<file path="src/rtl/ysyx_22040237_pkg.sv">
// Shared decode constants for the ID stage: internal opcodes, immediate
// formats, operand selects and RISC-V major-opcode field values.
package ysyx_22040237_pkg;

  localparam logic [7:0] OPC_NOP   = 8'h00;
  localparam logic [7:0] OPC_ADD   = 8'h11;
  localparam logic [7:0] OPC_SUB   = 8'h12;
  localparam logic [7:0] OPC_SLL   = 8'h13;
  localparam logic [7:0] OPC_SLT   = 8'h14;
  localparam logic [7:0] OPC_SLTU  = 8'h15;
  localparam logic [7:0] OPC_XOR   = 8'h16;
  localparam logic [7:0] OPC_SRL   = 8'h17;
  localparam logic [7:0] OPC_SRA   = 8'h18;
  localparam logic [7:0] OPC_OR    = 8'h19;
  localparam logic [7:0] OPC_AND   = 8'h1A;
  localparam logic [7:0] OPC_JAL   = 8'h30;
  localparam logic [7:0] OPC_JALR  = 8'h31;
  localparam logic [7:0] OPC_ADDIW = 8'h41;
  localparam logic [7:0] OPC_SLLIW = 8'h42;
  localparam logic [7:0] OPC_SRLIW = 8'h43;
  localparam logic [7:0] OPC_SRAIW = 8'h44;
  localparam logic [7:0] OPC_ADDW  = 8'h45;
  localparam logic [7:0] OPC_SUBW  = 8'h46;
  localparam logic [7:0] OPC_SLLW  = 8'h47;
  localparam logic [7:0] OPC_SRLW  = 8'h48;
  localparam logic [7:0] OPC_SRAW  = 8'h49;

  localparam logic [6:0] RV_OP_IMM   = 7'b0010011;
  localparam logic [6:0] RV_OP       = 7'b0110011;
  localparam logic [6:0] RV_LUI      = 7'b0110111;
  localparam logic [6:0] RV_AUIPC    = 7'b0010111;
  localparam logic [6:0] RV_JAL      = 7'b1101111;
  localparam logic [6:0] RV_JALR     = 7'b1100111;
  localparam logic [6:0] RV_OP_IMM32 = 7'b0011011;
  localparam logic [6:0] RV_OP32     = 7'b0111011;

  typedef enum logic [2:0] {FMT_NONE, FMT_R, FMT_I, FMT_U, FMT_J} fmt_e;
  typedef enum logic [1:0] {OP1_ZERO, OP1_RS1, OP1_PC} op1_sel_e;
  typedef enum logic [1:0] {OP2_ZERO, OP2_RS2, OP2_IMM, OP2_FOUR} op2_sel_e;

  // Shared funct3 -> ALU opcode map for OP and OP-IMM; alt selects SUB/SRA.
  function automatic logic [7:0] alu_opc(input logic [2:0] funct3, input logic alt);
    case (funct3)
      3'b000:  alu_opc = alt ? OPC_SUB : OPC_ADD;
      3'b001:  alu_opc = OPC_SLL;
      3'b010:  alu_opc = OPC_SLT;
      3'b011:  alu_opc = OPC_SLTU;
      3'b100:  alu_opc = OPC_XOR;
      3'b101:  alu_opc = alt ? OPC_SRA : OPC_SRL;
      3'b110:  alu_opc = OPC_OR;
      default: alu_opc = OPC_AND;
    endcase
  endfunction

endpackage

</file>
<file path="src/rtl/ysyx_22040237_imm_gen.sv">
// Immediate extraction and sign extension to XLEN for I/U/J formats;
// R-type and undecoded instructions yield zero.
module ysyx_22040237_imm_gen
  import ysyx_22040237_pkg::*;
#(
  parameter int XLEN = 64
) (
  input  logic [31:0]     inst,
  input  fmt_e            fmt,
  output logic [XLEN-1:0] imm
);

  logic signed [11:0] imm_i;
  logic signed [31:0] imm_u;
  logic signed [20:0] imm_j;

  assign imm_i = inst[31:20];
  assign imm_u = {inst[31:12], 12'b0};
  assign imm_j = {inst[31], inst[19:12], inst[20], inst[30:21], 1'b0};

  // Size casts of signed values sign-extend, which also covers XLEN=32.
  always_comb begin
    imm = '0;
    case (fmt)
      FMT_I:   imm = XLEN'(imm_i);
      FMT_U:   imm = XLEN'(imm_u);
      FMT_J:   imm = XLEN'(imm_j);
      default: imm = '0;
    endcase
  end

endmodule

</file>
<file path="src/rtl/ysyx_22040237_id_stage.sv">
// RV32I/RV64I integer decode stage with a one-entry valid/ready output
// register. Define YSYX_22040237_RV64W_EN (with XLEN=64) to decode the *W ops.
module ysyx_22040237_id_stage
  import ysyx_22040237_pkg::*;
#(
  parameter int XLEN = 64,
  parameter int OPW  = 8
) (
  input  logic            clk,
  input  logic            rst,
  input  logic            in_valid,
  output logic            in_ready,
  input  logic [31:0]     inst,
  input  logic [XLEN-1:0] pc,
  output logic            rs1_r_en,
  output logic            rs2_r_en,
  output logic [4:0]      rs1_r_addr,
  output logic [4:0]      rs2_r_addr,
  input  logic [XLEN-1:0] rs1_data,
  input  logic [XLEN-1:0] rs2_data,
  input  logic            flush,
  output logic            out_valid,
  input  logic            out_ready,
  output logic [OPW-1:0]  inst_opcode,
  output logic [XLEN-1:0] op1,
  output logic [XLEN-1:0] op2,
  output logic [XLEN-1:0] imm,
  output logic [XLEN-1:0] out_pc,
  output logic            rd_w_en,
  output logic [4:0]      rd_w_addr,
  output logic            illegal
);

  logic [6:0] opf;
  logic [2:0] funct3;
  logic [6:0] funct7;
  logic [5:0] funct6;
  logic       shamt_ok, sh_lo, sh_ra;

  assign opf    = inst[6:0];
  assign funct3 = inst[14:12];
  assign funct7 = inst[31:25];
  assign funct6 = inst[31:26];
  // On RV32 shamt[5] (inst[25]) must be zero for the shift to be legal.
  assign shamt_ok = (XLEN == 64) || !inst[25];
  assign sh_lo    = (funct6 == 6'b000000) && shamt_ok;
  assign sh_ra    = (funct6 == 6'b010000) && shamt_ok;

  logic       legal, rs1_en, rs2_en, rd_en;
  logic [7:0] dec_opc;
  fmt_e       fmt;
  op1_sel_e   op1_sel;
  op2_sel_e   op2_sel;

  always_comb begin
    legal   = 1'b0;
    rs1_en  = 1'b0;
    rs2_en  = 1'b0;
    rd_en   = 1'b0;
    dec_opc = OPC_NOP;
    fmt     = FMT_NONE;
    op1_sel = OP1_ZERO;
    op2_sel = OP2_ZERO;
    case (opf)
      RV_OP_IMM: begin
        fmt = FMT_I; rs1_en = 1'b1; rd_en = 1'b1;
        op1_sel = OP1_RS1; op2_sel = OP2_IMM;
        dec_opc = alu_opc(funct3, (funct3 == 3'b101) && inst[30]);
        case (funct3)
          3'b001:  legal = sh_lo;
          3'b101:  legal = sh_lo || sh_ra;
          default: legal = 1'b1;
        endcase
      end
      RV_OP: begin
        fmt = FMT_R; rs1_en = 1'b1; rs2_en = 1'b1; rd_en = 1'b1;
        op1_sel = OP1_RS1; op2_sel = OP2_RS2;
        dec_opc = alu_opc(funct3, inst[30]);
        legal = (funct7 == 7'b0000000) ||
                ((funct7 == 7'b0100000) && (funct3 == 3'b000 || funct3 == 3'b101));
      end
      RV_LUI: begin
        legal = 1'b1; fmt = FMT_U; rd_en = 1'b1; dec_opc = OPC_ADD;
        op1_sel = OP1_ZERO; op2_sel = OP2_IMM;
      end
      RV_AUIPC: begin
        legal = 1'b1; fmt = FMT_U; rd_en = 1'b1; dec_opc = OPC_ADD;
        op1_sel = OP1_PC; op2_sel = OP2_IMM;
      end
      RV_JAL: begin
        legal = 1'b1; fmt = FMT_J; rd_en = 1'b1; dec_opc = OPC_JAL;
        op1_sel = OP1_PC; op2_sel = OP2_FOUR;
      end
      RV_JALR: begin
        legal = (funct3 == 3'b000); fmt = FMT_I; rs1_en = 1'b1; rd_en = 1'b1;
        dec_opc = OPC_JALR; op1_sel = OP1_PC; op2_sel = OP2_FOUR;
      end
`ifdef YSYX_22040237_RV64W_EN
      RV_OP_IMM32: if (XLEN == 64) begin
        fmt = FMT_I; rs1_en = 1'b1; rd_en = 1'b1;
        op1_sel = OP1_RS1; op2_sel = OP2_IMM;
        case (funct3)
          3'b000: begin legal = 1'b1; dec_opc = OPC_ADDIW; end
          3'b001: begin legal = (funct7 == 7'b0000000); dec_opc = OPC_SLLIW; end
          3'b101: begin
            legal   = (funct7 == 7'b0000000) || (funct7 == 7'b0100000);
            dec_opc = inst[30] ? OPC_SRAIW : OPC_SRLIW;
          end
          default: legal = 1'b0;
        endcase
      end
      RV_OP32: if (XLEN == 64) begin
        fmt = FMT_R; rs1_en = 1'b1; rs2_en = 1'b1; rd_en = 1'b1;
        op1_sel = OP1_RS1; op2_sel = OP2_RS2;
        case ({funct7, funct3})
          {7'b0000000, 3'b000}: begin legal = 1'b1; dec_opc = OPC_ADDW; end
          {7'b0100000, 3'b000}: begin legal = 1'b1; dec_opc = OPC_SUBW; end
          {7'b0000000, 3'b001}: begin legal = 1'b1; dec_opc = OPC_SLLW; end
          {7'b0000000, 3'b101}: begin legal = 1'b1; dec_opc = OPC_SRLW; end
          {7'b0100000, 3'b101}: begin legal = 1'b1; dec_opc = OPC_SRAW; end
          default:              legal = 1'b0;
        endcase
      end
`endif
      default: legal = 1'b0;
    endcase
    // Anything unsupported collapses to a side-effect-free NOP.
    if (!legal) begin
      rs1_en = 1'b0; rs2_en = 1'b0; rd_en = 1'b0; dec_opc = OPC_NOP;
      fmt = FMT_NONE; op1_sel = OP1_ZERO; op2_sel = OP2_ZERO;
    end
  end

  logic [XLEN-1:0] imm_w;

  ysyx_22040237_imm_gen #(.XLEN(XLEN)) u_imm_gen (
    .inst (inst),
    .fmt  (fmt),
    .imm  (imm_w)
  );

  assign rs1_r_en   = rs1_en && !rst;
  assign rs2_r_en   = rs2_en && !rst;
  assign rs1_r_addr = rs1_r_en ? inst[19:15] : 5'd0;
  assign rs2_r_addr = rs2_r_en ? inst[24:20] : 5'd0;

  logic [XLEN-1:0] op1_w, op2_w;
  logic            rd_en_w;

  always_comb begin
    op1_w = '0;
    op2_w = '0;
    case (op1_sel)
      OP1_RS1: op1_w = rs1_data;
      OP1_PC:  op1_w = pc;
      default: op1_w = '0;
    endcase
    case (op2_sel)
      OP2_RS2:  op2_w = rs2_data;
      OP2_IMM:  op2_w = imm_w;
      OP2_FOUR: op2_w = XLEN'(4);
      default:  op2_w = '0;
    endcase
  end

  assign rd_en_w = rd_en && (inst[11:7] != 5'd0);

  logic            out_valid_q, out_valid_d;
  logic [OPW-1:0]  inst_opcode_q, inst_opcode_d;
  logic [XLEN-1:0] op1_q, op1_d, op2_q, op2_d, imm_q, imm_d, out_pc_q, out_pc_d;
  logic            rd_w_en_q, rd_w_en_d, illegal_q, illegal_d;
  logic [4:0]      rd_w_addr_q, rd_w_addr_d;
  logic            xfer;

  assign in_ready = rst || !out_valid_q || out_ready;
  assign xfer     = in_valid && in_ready;

  always_comb begin
    out_valid_d   = out_valid_q;
    inst_opcode_d = inst_opcode_q;
    op1_d         = op1_q;
    op2_d         = op2_q;
    imm_d         = imm_q;
    out_pc_d      = out_pc_q;
    rd_w_en_d     = rd_w_en_q;
    rd_w_addr_d   = rd_w_addr_q;
    illegal_d     = illegal_q;
    if (flush) begin
      out_valid_d = 1'b0;
    end else if (xfer) begin
      out_valid_d   = 1'b1;
      inst_opcode_d = OPW'(dec_opc);
      op1_d         = op1_w;
      op2_d         = op2_w;
      imm_d         = imm_w;
      out_pc_d      = pc;
      rd_w_en_d     = rd_en_w;
      rd_w_addr_d   = rd_en_w ? inst[11:7] : 5'd0;
      illegal_d     = !legal;
    end else if (out_ready) begin
      out_valid_d = 1'b0;
    end
  end

  always_ff @(posedge clk) begin
    if (rst) begin
      out_valid_q   <= 1'b0;
      inst_opcode_q <= '0;
      op1_q         <= '0;
      op2_q         <= '0;
      imm_q         <= '0;
      out_pc_q      <= '0;
      rd_w_en_q     <= 1'b0;
      rd_w_addr_q   <= 5'd0;
      illegal_q     <= 1'b0;
    end else begin
      out_valid_q   <= out_valid_d;
      inst_opcode_q <= inst_opcode_d;
      op1_q         <= op1_d;
      op2_q         <= op2_d;
      imm_q         <= imm_d;
      out_pc_q      <= out_pc_d;
      rd_w_en_q     <= rd_w_en_d;
      rd_w_addr_q   <= rd_w_addr_d;
      illegal_q     <= illegal_d;
    end
  end

  assign out_valid   = out_valid_q;
  assign inst_opcode = inst_opcode_q;
  assign op1         = op1_q;
  assign op2         = op2_q;
  assign imm         = imm_q;
  assign out_pc      = out_pc_q;
  assign rd_w_en     = rd_w_en_q;
  assign rd_w_addr   = rd_w_addr_q;
  assign illegal     = illegal_q;

endmodule

</file>
<file path="config.mk">
export PLATFORM = sky130hd
export DESIGN_NAME = ysyx_22040237_id_stage
export DESIGN_NICKNAME = d
export VERILOG_FILES = /design/src/rtl/ysyx_22040237_pkg.sv /design/src/rtl/ysyx_22040237_imm_gen.sv /design/src/rtl/ysyx_22040237_id_stage.sv
export SDC_FILE = /design/constraint.sdc
export NUM_CORES = 1
export LEC_CHECK = 0
export CORE_AREA = 2 2 203 205
export DETAILED_ROUTE_END_ITERATION = 6
export DIE_AREA = 0 0 205 207
export HOLD_SLACK_MARGIN = 0.06
export PLACE_DENSITY = 0.62
export SYNTH_ARGS = -nofsm -noshare
export SYNTH_HDL_FRONTEND = slang
export SYNTH_SLANG_ARGS = --single-unit
</file>
<file path="constraint.sdc">
create_clock -name clk -period 6.4 [get_ports clk]
set_input_delay 0.96 -clock clk [delete_from_list [all_inputs] [get_ports clk]]
set_output_delay 0.96 -clock clk [all_outputs]
set_load 0.03 [all_outputs]
</file>
# Word-level counts from Yosys, hierarchy flattened
# Cells that the tools add are included.
# classes
addsub,0
multipliers,0
div,0
n_lt_le_gt_ge,0
n_eq_ne,22
n_shift,0
muxes,30
bitwise_logic,1
n_reduce_logical,30
# op_table
op,count
case mux 64 bit (3 select lines),2
case mux 64 bit (2 select lines),1
case mux 4 bit (7 select lines),2
case mux 6 bit (5 select lines),1
"== test 7 x 6 -> 1 bit, second input constant",3
two-way mux 5 bit,3
"== test 7 x 5 -> 1 bit, second input constant",2
"== test 7 bit, second input constant",2
"== test 3 x 2 -> 1 bit, second input constant",4
"== test 3 bit, second input constant",4
case mux 3 bit (4 select lines),1
OR reduction 3 bit,4
OR reduction 2 bit,5
two-way mux 1 bit,8
two-way mux 2 bit,4
two-way mux 4 bit,2
two-way mux 8 bit,1
logical NOT 7 bit,1
"== test 2 bit, second input constant",3
"== test 6 x 5 -> 1 bit, second input constant",1
logical AND 1 bit,6
logical NOT 6 bit,1
case mux 2 bit (3 select lines),1
OR reduction 6 bit,1
13 further kinds,20
# totals
reg_bits,272
latchBits,0
ram_bits,0
romBits,0
in_bits,229
output_inout_bits,285
wordCells,92
n_memories,0

# Longest topological paths before layout
# logic_depth
depth_word,9
mapped_depth,15
depth_no_buf,11

# Hierarchy
# Synthesis repeated with hierarchy kept, for this count alone.
# unflattened
hier_cells,1461
hier_area_um2,11701.2
# by_module_without_submodules
mod,instances,cells_per_inst,area_per_inst_um2,seq_area_each_um2
ysyx_22040237_id_stage,1,1362,10950.5,5405.2
ysyx_22040237_imm_gen,1,99,750.7,0.0

# Least setup slack after synthesis
# Ideal clock, no wire load.
# synth_path
path_type,input port to output port
start,input inst[6]
end,output rs2_r_addr[0]
arrival_time_ns,3.488
t_required_ns,5.440
path_slack_ns,1.952
path_stages,5
path_buffers,0
cell_sequence,or3b_4 or4_4 nand4b_4 a211oi_1 and2_1
# synth_via
elab_chain_len,6
word_cells_on_any_way,12
classes_between,6 x eq/ne; 4 x mux; 2 x reduce/logical
# synth_lines
item,line,source
from (decl),ysyx_22040237_id_stage.sv:13,"input logic [31:0] inst,"
"== test 7 bit, or another cell as far along",ysyx_22040237_id_stage.sv:64,case (opf)
OR reduction 3 bit (no source line),--,
case mux 1 bit (4 select lines),ysyx_22040237_id_stage.sv:64,
two-way mux 1 bit (*),ysyx_22040237_id_stage.sv:128,if (!legal) begin
logical AND 1 bit (*),ysyx_22040237_id_stage.sv:143,assign rs2_r_en = rs2_en && !rst;
named net rs2_r_en,ysyx_22040237_id_stage.sv:16,"output logic rs2_r_en,"
two-way mux 5 bit (*),ysyx_22040237_id_stage.sv:145,assign rs2_r_addr = rs2_r_en ? inst[24:20] : 5'd0;
to (decl),ysyx_22040237_id_stage.sv:18,"output logic [4:0] rs2_r_addr,"
# Mark *: on every way through the listed nets, which the timed path passes. The rest lies on a longest branch.

# Worst setup path in the final report
# layout_path
start,input inst[3]
end,output rs2_r_addr[1]
# layout_via
elab_chain_len,6
word_cells_on_any_way,12
classes_between,6 x eq/ne; 4 x mux; 2 x reduce/logical
# layout_lines
item,line
"== test 7 bit, or another cell as far along",ysyx_22040237_id_stage.sv:64
OR reduction 3 bit (no source line),--
case mux 1 bit (4 select lines),ysyx_22040237_id_stage.sv:64
two-way mux 1 bit (*),ysyx_22040237_id_stage.sv:128
logical AND 1 bit (*),ysyx_22040237_id_stage.sv:143
two-way mux 5 bit (*),ysyx_22040237_id_stage.sv:145
# Every way passes the cells marked *; elsewhere a longest branch is shown, timed or not.

==> impl_summary.log <==
[metrics] slack of the worst reg-to-reg path: 3.87 ns
[metrics] outcome: finished clean
[metrics] worst max-slew margin expressed relative to the limit: 0.185
[metrics] total clock buffers created by CTS: 29
[metrics] most common cell after layout, fill and taps aside: clkdlybuf4s50_1
[metrics] Synth Instances: 1239
[metrics] antenna cell count: 0
[metrics] period utilisation layout: 0.819
[metrics] clock network latency to the later pin of the worst-skew pair: 0.57 ns
[metrics] post-cts sizing count: 0
[metrics] sum of routed wire length over all layers: 43200 µm
[metrics] Comb power frac: 0.117
[metrics] DP Area: 15200 µm²
[metrics] synthesis-stage register bit count: 238
[metrics] Seq pwr share: 0.421
[metrics] first-pass GRT wire length: 64600 µm
[metrics] required arrival time at the worst endpoint: 5.44 ns
[metrics] aggregate global-route resource usage: 0.193
[metrics] total global routing overflow: 0
[metrics] internal power: 0.00272 W
[metrics] area of the die: between 40000 and 50000 µm²
[metrics] via count of the first global-routing pass: 10500
[metrics] Die Span Y: 207 µm
[metrics] capture point of the worst reg-to-reg path: imm[15]$_SDFFE_PP0P_
[metrics] share of synthesized area occupied by flip-flops and latches: 0.476
[metrics] worst-case reg-to-reg path depth: 5
[metrics] worst slew pin tran: 1.22 ns
[metrics] last element of the critical path: rs2_r_addr[1]
[metrics] worst hold margin: 0.451 ns
[metrics] worst min-delay path startpoint: op2[50]$_SDFFE_PP0P_
[metrics] largest fanout of any net on the critical path: 6
[metrics] starting density of the core: 0.248
[metrics] switching fraction of total power: 0.250
[metrics] number of enable-type register cells in the synthesized netlist: 0
[metrics] upper clock frequency limit: roughly 190 MHz
[metrics] Fin Clk Skew: 0.0206 ns
[metrics] part of the power in the clock network: 0.462
[metrics] Core Footprint: between 40000 and 50000 µm²
[metrics] Setup crit start: inst[3]
[metrics] final hold violation count: 0
[metrics] crit start category: primary input
[metrics] minimum period implied by the final worst setup slack: ~5.2 ns
[metrics] post-layout utilization of the core: 0.401
[metrics] max-cap check violation count: 0
[metrics] buffer type at the clock tree root: clkbuf_16
[metrics] via count: 10800
[metrics] cell area after layout: 16200 µm²
[metrics] count of TritonRoute iterations in the first routing pass: 5
[metrics] number of library cell types mapped by synthesis: 55
[metrics] post-detailed-route count of antenna-violating nets: 0
[metrics] highest ir drop seen on vdd: 190 µV
[metrics] maximum number of pins on one net before global-route repair: 172
[metrics] Worst setup EP type: output port
[metrics] number of sinks on the clock net: 238
[metrics] commonest cells after routing, fill and taps aside: 510 x clkdlybuf4s50_1, 238 x dfxtp_1, 213 x nand2_1
[metrics] critical path data arrival time: 4.28 ns
[metrics] netlist area before placement: 10000 µm²
[metrics] number of top-level pins: about 510
[metrics] CTS clock-pin slew for the worst setup and hold paths: around 0.050 ns
[metrics] Async SR Flop Fraction: 0
[metrics] most used flip-flop cell after synthesis: dfxtp_1
[metrics] 1st-iter DRT viols: roughly 640
[metrics] share of final-layout standard cells stronger than drive strength 1: 0.0551
[metrics] number of antenna violations at the first check in global routing: 0
[metrics] CTS Hold Bufs: 0
[metrics] Area growth, synth to finish: 61.6%
[metrics] synthesized area per cell: 8.09 µm²
[metrics] number of warning messages in the yosys log: 0
[metrics] Final Max Tran Viols: 0
[metrics] deepest level of the CTS H-tree: 1
[metrics] count of buffers from port buffering: around 510
[metrics] setup TNS: 0 ns
[metrics] LEAKAGE: 5.49 nW
[metrics] chip width: 205 µm
[metrics] unrepaired setup endpoints after global routing: false
[metrics] final-layout fill cell count: 4087
[metrics] Max clock buf depth: 3
[metrics] clock tree from TritonCTS: built
[metrics] worst flop-to-flop path startpoint: out_valid$_SDFFE_PP0P_
[metrics] sw power: approximately 0.00091 W
[metrics] total half-perimeter wirelength after legalization and detailed placement: 31000 µm
[metrics] min-delay worst type: reg -> reg
[metrics] gpl congestion: 0.833
[metrics] power density over the cells: 224 nW/µm²
[metrics] number of endpoints failing setup at the final stage: 0
[metrics] total power draw: 0.00362 W
[metrics] Nets: around 1900
[metrics] DRC violation count after routing: 0
[metrics] setup bufs post-CTS: 0
[metrics] number of rows in the core area: 74
[metrics] Vias per Instance: around 5
[metrics] routed wire length per instance: 19.6 µm
[metrics] category of the most critical setup path: in -> out
## layout make-up
| class | instances | area (µm²) | area share |
|---|---|---|---|
| Clock buffer | 38 | 810 | 0.0500 |
| Clock inverter | 14 | 155 | 0.00958 |
| Inverter | 6 | 22.5 | 0.00139 |
| Multi-Input combinational cell | 850 | 4540 | 0.281 |
| Sequential cell | 238 | 4760 | 0.294 |
| Tap cell | 532 | 666 | 0.0411 |
| Timing Repair Buffer | 524 | 5230 | 0.323 |
## worst min-delay path by stage
stage	end	slack [ns]	cells after the start
2_1_floorplan	inst_opcode[2]$_SDFFE_PP0P_	0.58	2
6_report	op2[50]$_SDFFE_PP0P_	0.45	2
5_1_grt	out_pc[48]$_SDFFE_PP0P_	0.47	2
3_5_place_dp	op2[60]$_SDFFE_PP0P_	0.44	2
3_3_place_gp	op2[2]$_SDFFE_PP0P_	0.44	2
4_1_cts	out_pc[48]$_SDFFE_PP0P_	0.45	2
## cell usage after synthesis, types with 2 or more instances
cell / instances / area [µm²]
a221oi_1: 5 / 43.8
ha_1: 2 / 25.0
a211o_1: 5 / 43.8
a21o_1: 2 / 15.0
and2_1: 11 / 68.8
inv_1: 6 / 22.5
buf_2: 7 / 35.0
or2_2: 4 / 25.0
clkbuf_1: 89 / 334
a21oi_1: 198 / 991
nor2b_1: 2 / 12.5
nand3b_1: 3 / 22.5
a31oi_1: 6 / 37.5
a22o_1: 14 / 123
nor3_2: 2 / 20.0
buf_1: 10 / 37.5
nor4_4: 2 / 42.5
o21ai_2: 10 / 87.6
nand2_1: 213 / 800
o21ai_0: 34 / 170
and3_1: 11 / 68.8
a311o_1: 7 / 70.1
dfxtp_1: 238 / 4760
o2bb2ai_1: 9 / 78.8
a211oi_1: 14 / 105
nand4_1: 3 / 18.8
buf_6: 2 / 22.5
buf_4: 38 / 285
nand3_1: 14 / 70.1
nor3_1: 75 / 375
a22oi_1: 74 / 556
nor2_1: 102 / 383
a311oi_1: 5 / 43.8
## critical path, cell delays in order
cell,delay (ns)
clkdlybuf4s50_1,0.52
or3b_4,0.46
or4_4,0.53
nand4b_4,0.22
a211oi_1,0.70
and2_1,0.23
clkdlybuf4s50_1,0.67
## power groups by stage
stage / clock (W) / sequential [W] / combinational, W
floorplan: 0 / 0.00161 / 0.000114
global placement: 0 / 0.00156 / 0.000424
detailed placement: 0 / 0.00156 / 0.000425
CTS: 0.00173 / 0.00152 / 0.000427
global route: 0.00178 / 0.00153 / 0.000451
finish: 0.00167 / 0.00152 / 0.000425
## through the flow
stage	setup WS [ns]	std cells
floorplan	1.95	1240
global route	0.979	2202
detailed placement	1.15	2150
CTS	1.14	2202
finish	1.16	2202
global placement	1.17	2150
## cell families (layout without fill, tap and decap cells)
| family | Yosys count | after routing | share of synthesized area |
|---|---|---|---|
| and+or+nand+nor | 456 | 456 | 0.204 |
| DFF | 238 | 238 | 0.476 |
| other | 1 | 2 | 0.000374 |
| adders and majority gates | 2 | 2 | 0.00250 |
| buffers and inverters | 152 | 582 | 0.0736 |
| AOI/OAI and AO/OA | 389 | 389 | 0.243 |
| muxes | 1 | 1 | 0.000999 |
## state kept, by name, summed over array words and instances (netlist names)
name,flops
op2,64
inst_opcode,6
illegal,1
imm,32
out_valid,1
rd_w_addr,5
out_pc,64
op1,64
rd_w_en,1
## layer usage
layer,GRT usage,vias to the layer above,share of wire
met5,0,-,0
met4,0.0506,0,0.025
met3,0.0661,63,0.10
met2,0.330,494,0.48
met1,0.229,5136,0.39
li1,-,5140,-
Power figures use the tool's default switching activity.
